### src/rtl/front_pipe_regs.sv
`default_nettype none
// ============================================================================
// Module      : front_pipe_regs
// Description : PC, IF/ID and ID/EX pipeline registers of a 5-stage RV32I core,
//               with saturating stall/flush event counters for debug.
// Revision    : 1.0 - initial release
// ============================================================================
module front_pipe_regs #(
  parameter int               XLEN     = 32,
  parameter logic [XLEN-1:0]  RESET_PC = '0,
  parameter logic [31:0]      NOP      = 32'h0000_0013,
  parameter int               CNT_W    = 16
) (
  input  logic             clk,
  input  logic             rst,
  input  logic             StallF,
  input  logic             StallD,
  input  logic             FlushD,
  input  logic             FlushE,
  input  logic             PCSrcE,
  input  logic [XLEN-1:0]  PCTargetE,
  input  logic [31:0]      InstrF,
  input  logic [XLEN-1:0]  RD1D,
  input  logic [XLEN-1:0]  RD2D,
  input  logic [XLEN-1:0]  ImmExtD,
  input  logic [9:0]       CtrlD,
  output logic [XLEN-1:0]  PCF,
  output logic [31:0]      InstrD,
  output logic [XLEN-1:0]  PCD,
  output logic [XLEN-1:0]  PCPlus4D,
  output logic [XLEN-1:0]  RD1E,
  output logic [XLEN-1:0]  RD2E,
  output logic [XLEN-1:0]  ImmExtE,
  output logic [XLEN-1:0]  PCE,
  output logic [XLEN-1:0]  PCPlus4E,
  output logic [4:0]       Rs1E,
  output logic [4:0]       Rs2E,
  output logic [4:0]       RdE,
  output logic [9:0]       CtrlE,
  output logic             ValidD,
  output logic             ValidE,
  output logic [CNT_W-1:0] StallCnt,
  output logic [CNT_W-1:0] FlushCnt
);

  localparam logic [CNT_W-1:0] c_cntMax = '1;

  logic [XLEN-1:0] w_pcPlus4F;
  logic [4:0]      w_rs1D;
  logic [4:0]      w_rs2D;
  logic [4:0]      w_rdD;
  logic            w_flushEvt;

  assign w_pcPlus4F = PCF + XLEN'(4);
  assign w_rs1D     = InstrD[19:15];
  assign w_rs2D     = InstrD[24:20];
  assign w_rdD      = InstrD[11:7];
  assign w_flushEvt = FlushD | FlushE;

  // A redirect from E must win over a fetch stall, or a taken branch would be lost.
  always_ff @(posedge clk or posedge rst) begin
    if (rst) begin
      PCF <= RESET_PC;
    end else if (PCSrcE) begin
      PCF <= PCTargetE;
    end else if (!StallF) begin
      PCF <= w_pcPlus4F;
    end
  end

  always_ff @(posedge clk or posedge rst) begin
    if (rst) begin
      InstrD   <= NOP;
      PCD      <= '0;
      PCPlus4D <= '0;
      ValidD   <= 1'b0;
    end else if (FlushD) begin
      InstrD   <= NOP;
      PCD      <= '0;
      PCPlus4D <= '0;
      ValidD   <= 1'b0;
    end else if (!StallD) begin
      InstrD   <= InstrF;
      PCD      <= PCF;
      PCPlus4D <= w_pcPlus4F;
      ValidD   <= 1'b1;
    end
  end

  // Zeroing CtrlE on a bubble clears ResultSrcE, so the bubble never looks like a load.
  always_ff @(posedge clk or posedge rst) begin
    if (rst) begin
      RD1E     <= '0;
      RD2E     <= '0;
      ImmExtE  <= '0;
      PCE      <= '0;
      PCPlus4E <= '0;
      Rs1E     <= '0;
      Rs2E     <= '0;
      RdE      <= '0;
      CtrlE    <= '0;
      ValidE   <= 1'b0;
    end else if (FlushE) begin
      RD1E     <= '0;
      RD2E     <= '0;
      ImmExtE  <= '0;
      PCE      <= '0;
      PCPlus4E <= '0;
      Rs1E     <= '0;
      Rs2E     <= '0;
      RdE      <= '0;
      CtrlE    <= '0;
      ValidE   <= 1'b0;
    end else begin
      RD1E     <= RD1D;
      RD2E     <= RD2D;
      ImmExtE  <= ImmExtD;
      PCE      <= PCD;
      PCPlus4E <= PCPlus4D;
      Rs1E     <= w_rs1D;
      Rs2E     <= w_rs2D;
      RdE      <= w_rdD;
      CtrlE    <= CtrlD;
      ValidE   <= ValidD;
    end
  end

  always_ff @(posedge clk or posedge rst) begin
    if (rst) begin
      StallCnt <= '0;
      FlushCnt <= '0;
    end else begin
      if (StallF && (StallCnt != c_cntMax)) begin
        StallCnt <= StallCnt + CNT_W'(1);
      end
      if (w_flushEvt && (FlushCnt != c_cntMax)) begin
        FlushCnt <= FlushCnt + CNT_W'(1);
      end
    end
  end

endmodule
`default_nettype wire

### config.mk
export PLATFORM = sky130hd
export DESIGN_NAME = front_pipe_regs
export DESIGN_NICKNAME = d
export VERILOG_FILES = /design/src/rtl/front_pipe_regs.sv
export SDC_FILE = /design/constraint.sdc
export NUM_CORES = 1
export LEC_CHECK = 0
export BUFFER_PORTS_ARGS = -buffer_cell sky130_fd_sc_hd__buf_2
export CAP_MARGIN = 20
export CORE_MARGIN = 3
export CORE_UTILIZATION = 32
export DETAILED_ROUTE_END_ITERATION = 10
export PLACE_DENSITY_LB_ADDON = 0.3
export SYNTH_ARGS = -nofsm -noshare
export SYNTH_HDL_FRONTEND = slang
export SYNTH_SLANG_ARGS = --single-unit
### constraint.sdc
create_clock -name clk -period 15.1 [get_ports clk]
set_input_delay 3.02 -clock clk [delete_from_list [all_inputs] [get_ports clk]]
set_output_delay 3.02 -clock clk [all_outputs]
set_load 0.005 [all_outputs]
==> results of run 1 <==
==> flip-flops by register name (all words and copies together), names as in the netlist <==
| signal | count |
|---|---|
| ImmExtE | 32 |
| InstrD | 32 |
| PCD | 32 |
| PCF | 32 |
| PCPlus4E | 32 |
| RD1E | 32 |
| RD2E | 32 |
| PCE | 30 |
| PCPlus4D | 30 |
| FlushCnt | 16 |
| StallCnt | 16 |
| CtrlE | 10 |
| RdE | 5 |
| Rs1E | 5 |
| Rs2E | 5 |
| ValidD | 1 |
| ValidE | 1 |
==> cell type report <==
type	instances	area [sq um]	share of cell area, %
diodes	3	7.51	0.0418
clock buffers	54	1120	6.25
clock inverters	13	151	0.843
inverters	20	82.6	0.460
multi-input cells	720	4620	25.7
flip-flops and latches	343	8590	47.8
well taps	539	674	3.75
repair buffers	532	2720	15.1
==> worst max-delay path: cells and delay by family <==
kind                   cells  cell delay (ps)
buffers and inverters      4             2320
==> how the worst max path moves through the flow <==
stage / from / end / slack [ps] / cells past startpoint
after floorplan: rst / CtrlE[0] / 2580 / 1
after global placement: rst / RD1E[1] / 9470 / 4
after detailed placement: rst / RD1E[29] / 9400 / 4
after CTS: rst / RD1E[29] / 10010 / 4
after global routing: rst / InstrD[27] / 9740 / 4
final: rst / RD1E[30] / 10170 / 4
==> stage by stage <==
stage / instances / utilization [%]
2_1_floorplan: 1166 / -
3_3_place_gp: 2153 / 39.6
3_5_place_dp: 2153 / 39.6
5_1_grt: 2224 / 42.7
6_report: 2224 / 42.7
4_1_cts: 2220 / 42.7
==> cells by family (layout without fill, tap and decap cells) <==
logic type | count (synthesis) | count (layout) | synth area share (%)
multiplexers | 64 | 64 | 4.72
other | 0 | 3 | 0
buffers and inverters | 103 | 619 | 3.35
XOR/XNOR | 49 | 49 | 3.14
AO/OA/AOI/OAI | 121 | 121 | 6.11
adder cells (fa/ha/maj) | 3 | 3 | 0.275
AND/OR/NAND/NOR | 483 | 483 | 19.6
flip-flops | 343 | 343 | 62.8
==> layout by cell type, fill, tap and decap left out, types with 10 or more instances in the layout <==
master	n
buf_2	520
o31ai_1	14
nor4_1	14
buf_4	10
a21oi_1	19
xor2_1	21
dfrtp_1	340
nor2b_1	182
a31oi_1	14
mux2i_1	60
xnor2_1	28
inv_1	18
o21ai_0	21
nand2_1	42
and4_1	13
nor2_1	115
a211oi_1	10
and2_1	15
nand4_1	23
clkbuf_16	39
nand3_1	26
or4_1	15
nor3_1	11
==> power by group <==
part | switching [mW] | leakage [nW] | internal [mW] | total [mW]
logic | 0.143 | 4.20 | 0.128 | 0.271
clock network | 0.372 | 0.623 | 0.569 | 0.941
registers | 0.0741 | 4.47 | 0.988 | 1.06
total | 0.589 | 9.29 | 1.68 | 2.27
==> metal layers <==
| layer | up-vias | GRT usage [%] | routed length [um] | share of wire [%] |
|---|---|---|---|---|
| li1 | 4938 | - | - | - |
| met1 | 5215 | 23.0 | 17700 | 41 |
| met2 | 403 | 30.8 | 21300 | 49 |
| met3 | 75 | 4.98 | 3330 | 7.6 |
| met4 | 6 | 6.79 | 1290 | 2.9 |
| met5 | - | 0 | 38 | 0.087 |
==> flow_metrics.env, run 1 <==
export IMPL_final_setup_viol_count=0
export IMPL_drive_above_1_share_pct=36.1
export IMPL_synth_most_common_cell="dfrtp_1"
export IMPL_max_freq_ghz=0.203
export IMPL_grt_pass1_wl_mm=64.4
export IMPL_vias_per_cell=4.78
export IMPL_synth_ff_type="dfrtp_1"
export IMPL_final_cell_area_sq_um=18000
export IMPL_drtIter0Drc=588
export IMPL_status="complete, no violations"
export IMPL_cts_buffers=38
export IMPL_crit_path_max_incr_delay_ps=830
export IMPL_ys_top_cells_by_count="dfrtp_1 (340), nor2b_1 (182), nor2_1 (115)"
export IMPL_core_sq_um=42000
export IMPL_vdd_drop_max_mv=0.0749
export IMPL_synth_area_leaders="dfrtp_1 (62%), nor2b_1 (8.3%), mux2i_1 (4.4%)"
export IMPL_start_kind="primary input"
export IMPL_dr_pass1_iters=5
export IMPL_synth_nets=1346
export IMPL_critPathMostFrequentCell="buf_4"
export IMPL_synth_top_cell_area_share_pct=62.2
export IMPL_period_share_pct=32.7
export IMPL_yosys_cell_types_count=56
export IMPL_leakagePower_nw=9.29
export IMPL_synth_seq_cells=343
export IMPL_portBuffers=523
export IMPL_vias=10600
export IMPL_cts_hold_buf=0
export IMPL_die_width_um=213
export IMPL_grt_usage_pct=18.4
export IMPL_ctsLongestPathBuffers=3
export IMPL_min_path_cells=1
export IMPL_place_ws_ps=9400
export IMPL_insertion_delay_ps=540
export IMPL_cts_root_buf="clkbuf_16"
export IMPL_r2r_end="PCF[25]"
export IMPL_synth_edf_count=0
export IMPL_crit_arrival_ps=5490
export IMPL_power_density_nw_per_um2=127
export IMPL_cts_post_setup_buffers_inserted=0
export IMPL_fin_tns_setup_ps=0
export IMPL_place_detailed_hpwl_mm=31.5
export IMPL_wl_per_cell_um=19.6
export IMPL_clk_pin_slew_worst_paths_ps=60
export IMPL_hold_violations=0
export IMPL_cp_required_ps=15660
export IMPL_fin_nets=1835
export IMPL_rows=75
export IMPL_fin_ws_ps=10170
export IMPL_cts_tree="built"
export IMPL_drt_wl_total_mm=43.6
export IMPL_slew_headroom_pct=38.2
export IMPL_worstSetupEndpointType="async pin"
export IMPL_synthArstFlopShare_pct=100
export IMPL_critical_path_class="in2async"
export IMPL_reg2reg_from="PCF[4]"
export IMPL_dieArea_sq_um=45200
export IMPL_r2r_cells=4
export IMPL_ys_warn_count=0
export IMPL_numClockSinks=343
export IMPL_synth_top_area_cell="dfrtp_1"
export IMPL_syn_inst=1166
export IMPL_post_cts_resized=0
export IMPL_drv_slew=0
export IMPL_grt_pass1_vias=10600
export IMPL_ant_nets=0
export IMPL_start_util_pct=32.5
export IMPL_drv_cap=0
export IMPL_die_h_um=213
export IMPL_worstPathCellList="buf_2 > inv_8 > buf_4 > buf_4"
export IMPL_cp_slowest_cell="buf_4"
export IMPL_holdCritStartpoint="FlushCnt[15]"
export IMPL_holdWs_ps=491
export IMPL_h_tree_depth=2
export IMPL_min_period_ps=4930
export IMPL_grt_setup_unrepaired="no"
export IMPL_antenna_found_initial=6
export IMPL_fin_skew_ps=19.6
export IMPL_place_gp_congestion=0.793
export IMPL_syn_area_per_cell_sq_um=11.7
export IMPL_post_route_drc_count=0
export IMPL_boundaryPins=524
export IMPL_area_delta_synth_final_pct=31.4
export IMPL_nFillCells=4043
export IMPL_min_path_type="reg2reg"
export IMPL_r2r_slack_ps=12660
export IMPL_ys_seq_area_share_pct=62.8
export IMPL_synth_area_sq_um=13700
export IMPL_grt_overflow=0
export IMPL_p_total_mw=2.27
export IMPL_worst_slew_pin_slew_ps=927
export IMPL_grt_max_degree=123
export IMPL_min_to="FlushCnt[15]"
export IMPL_cp_max_fo=122
export IMPL_postPlaceCellArea_sq_um=16700
Power figures use the tool's default switching activity.
==> run 2: changes to the inputs <==
Clock period 15.1 ns to 4.45 ns, I/O delays scaled along.
==> run 2 against run 1 <==
  * Register-to-register slack lost 11000 ps
  * Critical endpoint is now PCF[25]
  * Largest power group unchanged
  * Critical path depth is the same
  * Power grew to 3.4 times the previous value
  * Wire length grew 1.0%
  * Sequential power grew to 3.4 times the previous value
  * Critical path type is now reg2reg
  * Global-route usage grew 0.41 points
  * Clock power grew to 3.5 times the previous value
  * Setup slack lost 8100 ps
  * Utilization grew 0.28 points
==> flow_metrics.env, run 2 (same netlist as run 1, synthesis figures left out) <==
export IMPL_numClockSinks=343
export IMPL_power_density_nw_per_um2=430
export IMPL_clk_pin_slew_worst_paths_ps=60
export IMPL_area_delta_synth_final_pct=32.3
export IMPL_rows=75
export IMPL_h_tree_depth=2
export IMPL_use_met2_pct=31.1
export IMPL_die_width_um=213
export IMPL_worstPathCellList="and4_1 > nand4_1 > o311a_1 > a221o_1"
export IMPL_dpl_cell_count=2160
export IMPL_grt_overflow=0
export IMPL_crit_path_max_incr_delay_ps=600
export IMPL_met3_usage_pct=4.89
export IMPL_antenna_found_initial=4
export IMPL_cp_required_ps=4870
export IMPL_dr_pass1_iters=5
export IMPL_dieArea_sq_um=45200
export IMPL_boundaryPins=524
export IMPL_slew_headroom_pct=41.6
export IMPL_drv_cap=0
export IMPL_period_share_pct=53.4
export IMPL_start_kind="flip-flop"
export IMPL_die_h_um=213
export IMPL_cts_tree="built"
export IMPL_drv_slew=0
export IMPL_hold_violations=0
export IMPL_worstSetupEndpointType="flip-flop"
export IMPL_place_gp_congestion=0.808
export IMPL_post_route_drc_count=0
export IMPL_status="complete, no violations"
export IMPL_reg2reg_from="PCF[4]"
export IMPL_drtIter0Drc=765
export IMPL_place_ws_ps=1770
export IMPL_top_usage_layer="met2"
export IMPL_drive_above_1_share_pct=36.4
export IMPL_min_period_ps=2380
export IMPL_cts_root_buf="clkbuf_16"
export IMPL_final_cell_mix="buf_2 (520), dfrtp_1 (340), nor2b_1 (182), nor2_1 (115), mux2i_1 (60)"
export IMPL_vdd_drop_max_mv=0.321
export IMPL_ctsLongestPathBuffers=3
export IMPL_cp_slowest_cell="dfrtp_1"
export IMPL_r2r_cells=4
export IMPL_post_cts_resized=0
export IMPL_grt_pass1_vias=10700
export IMPL_grt_use_met1_pct=24.2
export IMPL_cp_max_fo=13
export IMPL_core_sq_um=42000
export IMPL_startpoint="PCF[4]"
export IMPL_cts_post_setup_buffers_inserted=0
export IMPL_fin_nets=1843
export IMPL_worst_slew_pin_slew_ps=868
export IMPL_fin_skew_ps=14.6
export IMPL_grt_max_degree=83
export IMPL_vias=10600
export IMPL_max_freq_ghz=0.421
export IMPL_cts_buffers=40
export IMPL_grt_usage_pct=18.8
export IMPL_drt_wl_total_mm=44.1
export IMPL_wl_per_cell_um=19.7
export IMPL_layout_commonest_cell="buf_2"
export IMPL_start_util_pct=32.5
export IMPL_p_total_mw=7.78
export IMPL_critical_path_class="reg2reg"
export IMPL_leakagePower_nw=9.36
export IMPL_insertion_delay_ps=540
export IMPL_place_detailed_hpwl_mm=32.3
export IMPL_min_path_type="in2async"
export IMPL_ant_nets=0
export IMPL_r2r_end="PCF[25]"
export IMPL_finalNonFillerCells=2234
export IMPL_grt_setup_unrepaired="no"
export IMPL_fin_ws_ps=2070
export IMPL_portBuffers=523
export IMPL_crit_arrival_ps=2800
export IMPL_cts_hold_buf=0
export IMPL_vias_per_cell=4.76
export IMPL_r2r_slack_ps=2070
export IMPL_grt_pass1_wl_mm=65.8
export IMPL_cp_endpoint="PCF[25]"
export IMPL_final_setup_viol_count=0
[run 2: cell types whose count changed in the layout (fill, tap and decap cells not counted), sizes merged]
cell | before | now
diode | 3 | 2
buf | 532 | 538
inv | 21 | 19
clkinv | 6 | 10
bufinv | 3 | 2
clkbuf | 54 | 58
[run 2: power breakdown]
group / internal (mW) / switching, mW
registers: 3.35 / 0.259
logic: 0.443 / 0.482
clock network: 1.96 / 1.29
total: 5.75 / 2.03
[run 2: metrics by stage]
| stage | hold slack [ps] | instance area (sq um) | setup TNS (ps) | util, % |
|---|---|---|---|---|
| 6_report | 476 | 18100 | 0 | 43.0 |
| 3_5_place_dp | 482 | 16800 | 0 | 39.9 |
| 5_1_grt | 501 | 18100 | 0 | 43.0 |
| 2_1_floorplan | 477 | 13700 | -348860 | - |
| 4_1_cts | 465 | 18100 | 0 | 43.0 |
| 3_3_place_gp | 483 | 16800 | 0 | 39.9 |
[run 2: area by class of cell]
type / count / area, sq um
diodes: 2 / 5.00
clock buffers: 58 / 1180
clock inverters: 14 / 129
fillers: 4063 / 24000
inverters: 20 / 78.8
multi-input cells: 720 / 4620
flip-flops and latches: 343 / 8590
well taps: 539 / 674
repair buffers: 538 / 2800
[run 2: how the worst min path moves through the flow]
| stage | from | to | cells after the start |
|---|---|---|---|
| after floorplan | FlushCnt[15] | FlushCnt[15] | 1 |
| after global placement | FlushCnt[15] | FlushCnt[15] | 1 |
| after detailed placement | FlushCnt[13] | FlushCnt[13] | 1 |
| after CTS | rst | Rs1E[3] | 2 |
| after global routing | rst | Rs1E[3] | 2 |
| final | rst | Rs1E[3] | 2 |
[run 2: critical path: cells and delay by family, from the launching register on]
kind	cells	cell delay, ps
simple gates	2	930
compound gates	2	730
flops	1	600
[run 2: routing by layer]
metal / wire length [um] / up-vias
met5: 34 / -
met4: 1220 / 6
met3: 3090 / 73
met2: 21200 / 375
met1: 18500 / 5223
li1: - / 4963
==> run 3: changes to the inputs <==
Settings changed: ABC_AREA set to 1.
Clock period 4.45 ns to 2.2 ns, I/O delays scaled along.
==> run 3 against run 2 <==
  * Die area fell by 1.1%
  * Non-clock buffer count grew 11
  * Clock power increased by 91%
  * Flip-flop and latch count unchanged
  * Utilization up 0.73 points
  * Critical path depth increased by 6
  * Fmax grew 28%
  * Critical endpoint is now PCPlus4D[24]
  * Sequential power rose by 96%
  * Final area shrank 0.10%
  * First-iteration DRC count increased by 0.65%
  * Wire length decreased by 1.8%
  * Critical path type unchanged
==> flow_metrics.env, run 3 <==
export IMPL_reg2reg_from="PCF[2]"
export IMPL_ctsLongestPathBuffers=3
export IMPL_dr_pass1_iters=5
export IMPL_core_sq_um=41300
export IMPL_place_gp_congestion=0.888
export IMPL_yosys_area_share_simple_pct=18.6
export IMPL_cp_max_fo=6
export IMPL_status="complete, no violations"
export IMPL_r2r_slack_ps=340
export IMPL_start_util_pct=32.7
export IMPL_synth_nets=1653
export IMPL_syn_area_per_cell_sq_um=9.18
export IMPL_grt_usage_pct=19.0
export IMPL_synth_edf_count=0
export IMPL_synth_top_cell_area_share_pct=62.9
export IMPL_die_width_um=212
export IMPL_critPathBufInv=0
export IMPL_place_detailed_hpwl_mm=32.1
export IMPL_cts_root_buf="clkbuf_16"
export IMPL_synth_top_family_by_area="simple AND/OR/NAND/NOR gates"
export IMPL_fin_skew_ps=13.0
export IMPL_grt_setup_unrepaired="no"
export IMPL_final_setup_viol_count=0
export IMPL_cts_post_setup_buffers_inserted=0
export IMPL_worstPathCellList="ha_1 > nand2_1 > nor2_1 > nand2_1 > nor2_1 > nand2_1 > nand2_1 > nand2_1 > nand2_1 > nand2_1"
export IMPL_grt_pass1_wl_mm=66.6
export IMPL_wl_per_cell_um=16.9
export IMPL_max_freq_ghz=0.539
export IMPL_regArea_sq_um=8590
export IMPL_vias=11500
export IMPL_path_delay_family="simple AND/OR/NAND/NOR gates"
export IMPL_vdd_drop_max_mv=0.777
export IMPL_slew_headroom_pct=32.4
export IMPL_cts_hold_buf=0
export IMPL_cts_buffers=39
export IMPL_start_kind="flip-flop"
export IMPL_area_delta_synth_final_pct=33.6
export IMPL_ant_nets=0
export IMPL_min_period_ps=1860
export IMPL_post_route_drc_count=0
export IMPL_yosys_mux_area_fraction_pct=0
export IMPL_antenna_found_initial=3
export IMPL_grt_pass1_vias=12000
export IMPL_grt_overflow=0
export IMPL_rows=74
export IMPL_numClockSinks=343
export IMPL_finalNonFillerCells=2568
export IMPL_crit_path_max_incr_delay_ps=430
export IMPL_yosys_area_share_adder_pct=0.278
export IMPL_power_density_nw_per_um2=839
export IMPL_utilization_pct=43.7
export IMPL_portBuffers=523
export IMPL_ys_top_cells_by_count="nand2_1 (347), dfrtp_1 (340), inv_1 (262)"
export IMPL_clk_pin_slew_worst_paths_ps=60
export IMPL_synth_most_common_cell="nand2_1"
export IMPL_drt_wl_total_mm=43.3
export IMPL_critical_path_class="reg2reg"
export IMPL_boundaryPins=524
export IMPL_cp_required_ps=2630
export IMPL_synth_compound_area_share_pct=5.56
export IMPL_cp_slowest_cell="dfrtp_1"
export IMPL_holdWs_ps=83.0
export IMPL_synthArstFlopShare_pct=100
export IMPL_ys_warn_count=0
export IMPL_period_share_pct=84.3
export IMPL_synth_area_sq_um=13500
export IMPL_leakagePower_nw=10.3
export IMPL_critPathMostFrequentCell="nand2_1"
export IMPL_worstSetupEndpointType="flip-flop"
export IMPL_dpl_cell_count=2498
export IMPL_nFillCells=4040
export IMPL_layout_commonest_cell="buf_2"
export IMPL_vias_per_cell=4.47
export IMPL_r2r_end="PCPlus4D[24]"
export IMPL_synth_area_leaders="dfrtp_1 (63%), nand2_1 (9.6%), inv_1 (7.3%)"
export IMPL_crit_arrival_ps=2280
export IMPL_drive_above_1_share_pct=31.3
export IMPL_worst_slew_pin_slew_ps=1010
export IMPL_syn_inst=1473
export IMPL_use_met2_pct=31.8
export IMPL_h_tree_depth=2
export IMPL_cts_tree="built"
export IMPL_drv_slew=0
export IMPL_fin_nets=2187
export IMPL_insertion_delay_ps=530
export IMPL_grt_max_degree=102
export IMPL_met3_usage_pct=5.23
export IMPL_post_cts_resized=0
export IMPL_yosys_cell_types_count=35
export IMPL_dieArea_sq_um=44800
export IMPL_top_usage_layer="met2"
export IMPL_min_path_type="in2async"
export IMPL_grt_use_met1_pct=23.8
export IMPL_ys_seq_area_share_pct=63.5
export IMPL_drv_cap=0
export IMPL_r2r_cells=10
export IMPL_multi_input_area_sq_um=3680
export IMPL_synth_seq_cells=343
export IMPL_die_h_um=212
export IMPL_synth_xor_area_share_pct=2.66
export IMPL_synth_top_area_cell="dfrtp_1"
export IMPL_final_cell_mix="buf_2 (522), nand2_1 (347), dfrtp_1 (340), inv_1 (261), nor2_1 (241)"
export IMPL_hold_violations=0
export IMPL_drtIter0Drc=770
export IMPL_p_total_mw=15.2
export IMPL_synth_ff_type="dfrtp_1"
[run 3: logic make-up after synthesis]
logic type               Yosys count
buffers and inverters            323
XOR/XNOR                          41
adder cells (fa/ha/maj)            3
AO/OA/AOI/OAI                    120
AND/OR/NAND/NOR                  643
flip-flops                       343
[run 3: how the worst max path moves through the flow]
stage,cells after the start,slack (ps),start,endpoint
after floorplan,1,-2830,rst,CtrlE[0]
after global placement,4,430,FlushD,PCPlus4D[7]
after detailed placement,4,390,FlushD,PCPlus4D[9]
after CTS,10,410,PCF[2],PCF[26]
after global routing,10,220,PCF[2],PCPlus4D[24]
final,10,340,PCF[2],PCPlus4D[24]
[run 3: through the flow]
step / worst slack, ps / TNS (ps) / cell area [sq um]
floorplan: -2830 / -965600 / 13500
global placement: 426 / 0 / 16800
detailed placement: 393 / 0 / 16800
CTS: 413 / 0 / 18100
global route: 217 / 0 / 18100
finish: 345 / 0 / 18100
[run 3: per-layer routing]
layer / share of wire (%) / vias to the layer above
met3: 7.7 / 65
met5: 0.062 / -
met2: 48 / 444
met1: 41 / 5516
li1: - / 5452
met4: 2.4 / 4
[run 3: final cells by class]
cell class	instances	share of cell area [%]
flip-flops and latches	343	47.5
multi-input cells	807	20.4
repair buffers	549	16.0
clock buffers	58	6.42
inverters	267	5.58
well taps	532	3.68
clock inverters	11	0.360
diodes	1	0.0139
[run 3: power by group]
part           internal [mW]  total (mW)  switching, mW
Sequential              6.73        7.09          0.362
Clock                   3.65        6.22           2.57
Combinational          0.758        1.84           1.08
[run 3: worst min-delay path, delay by kind of cell]
kind	cells	cell delay (ps)
buffers and inverters	3	500
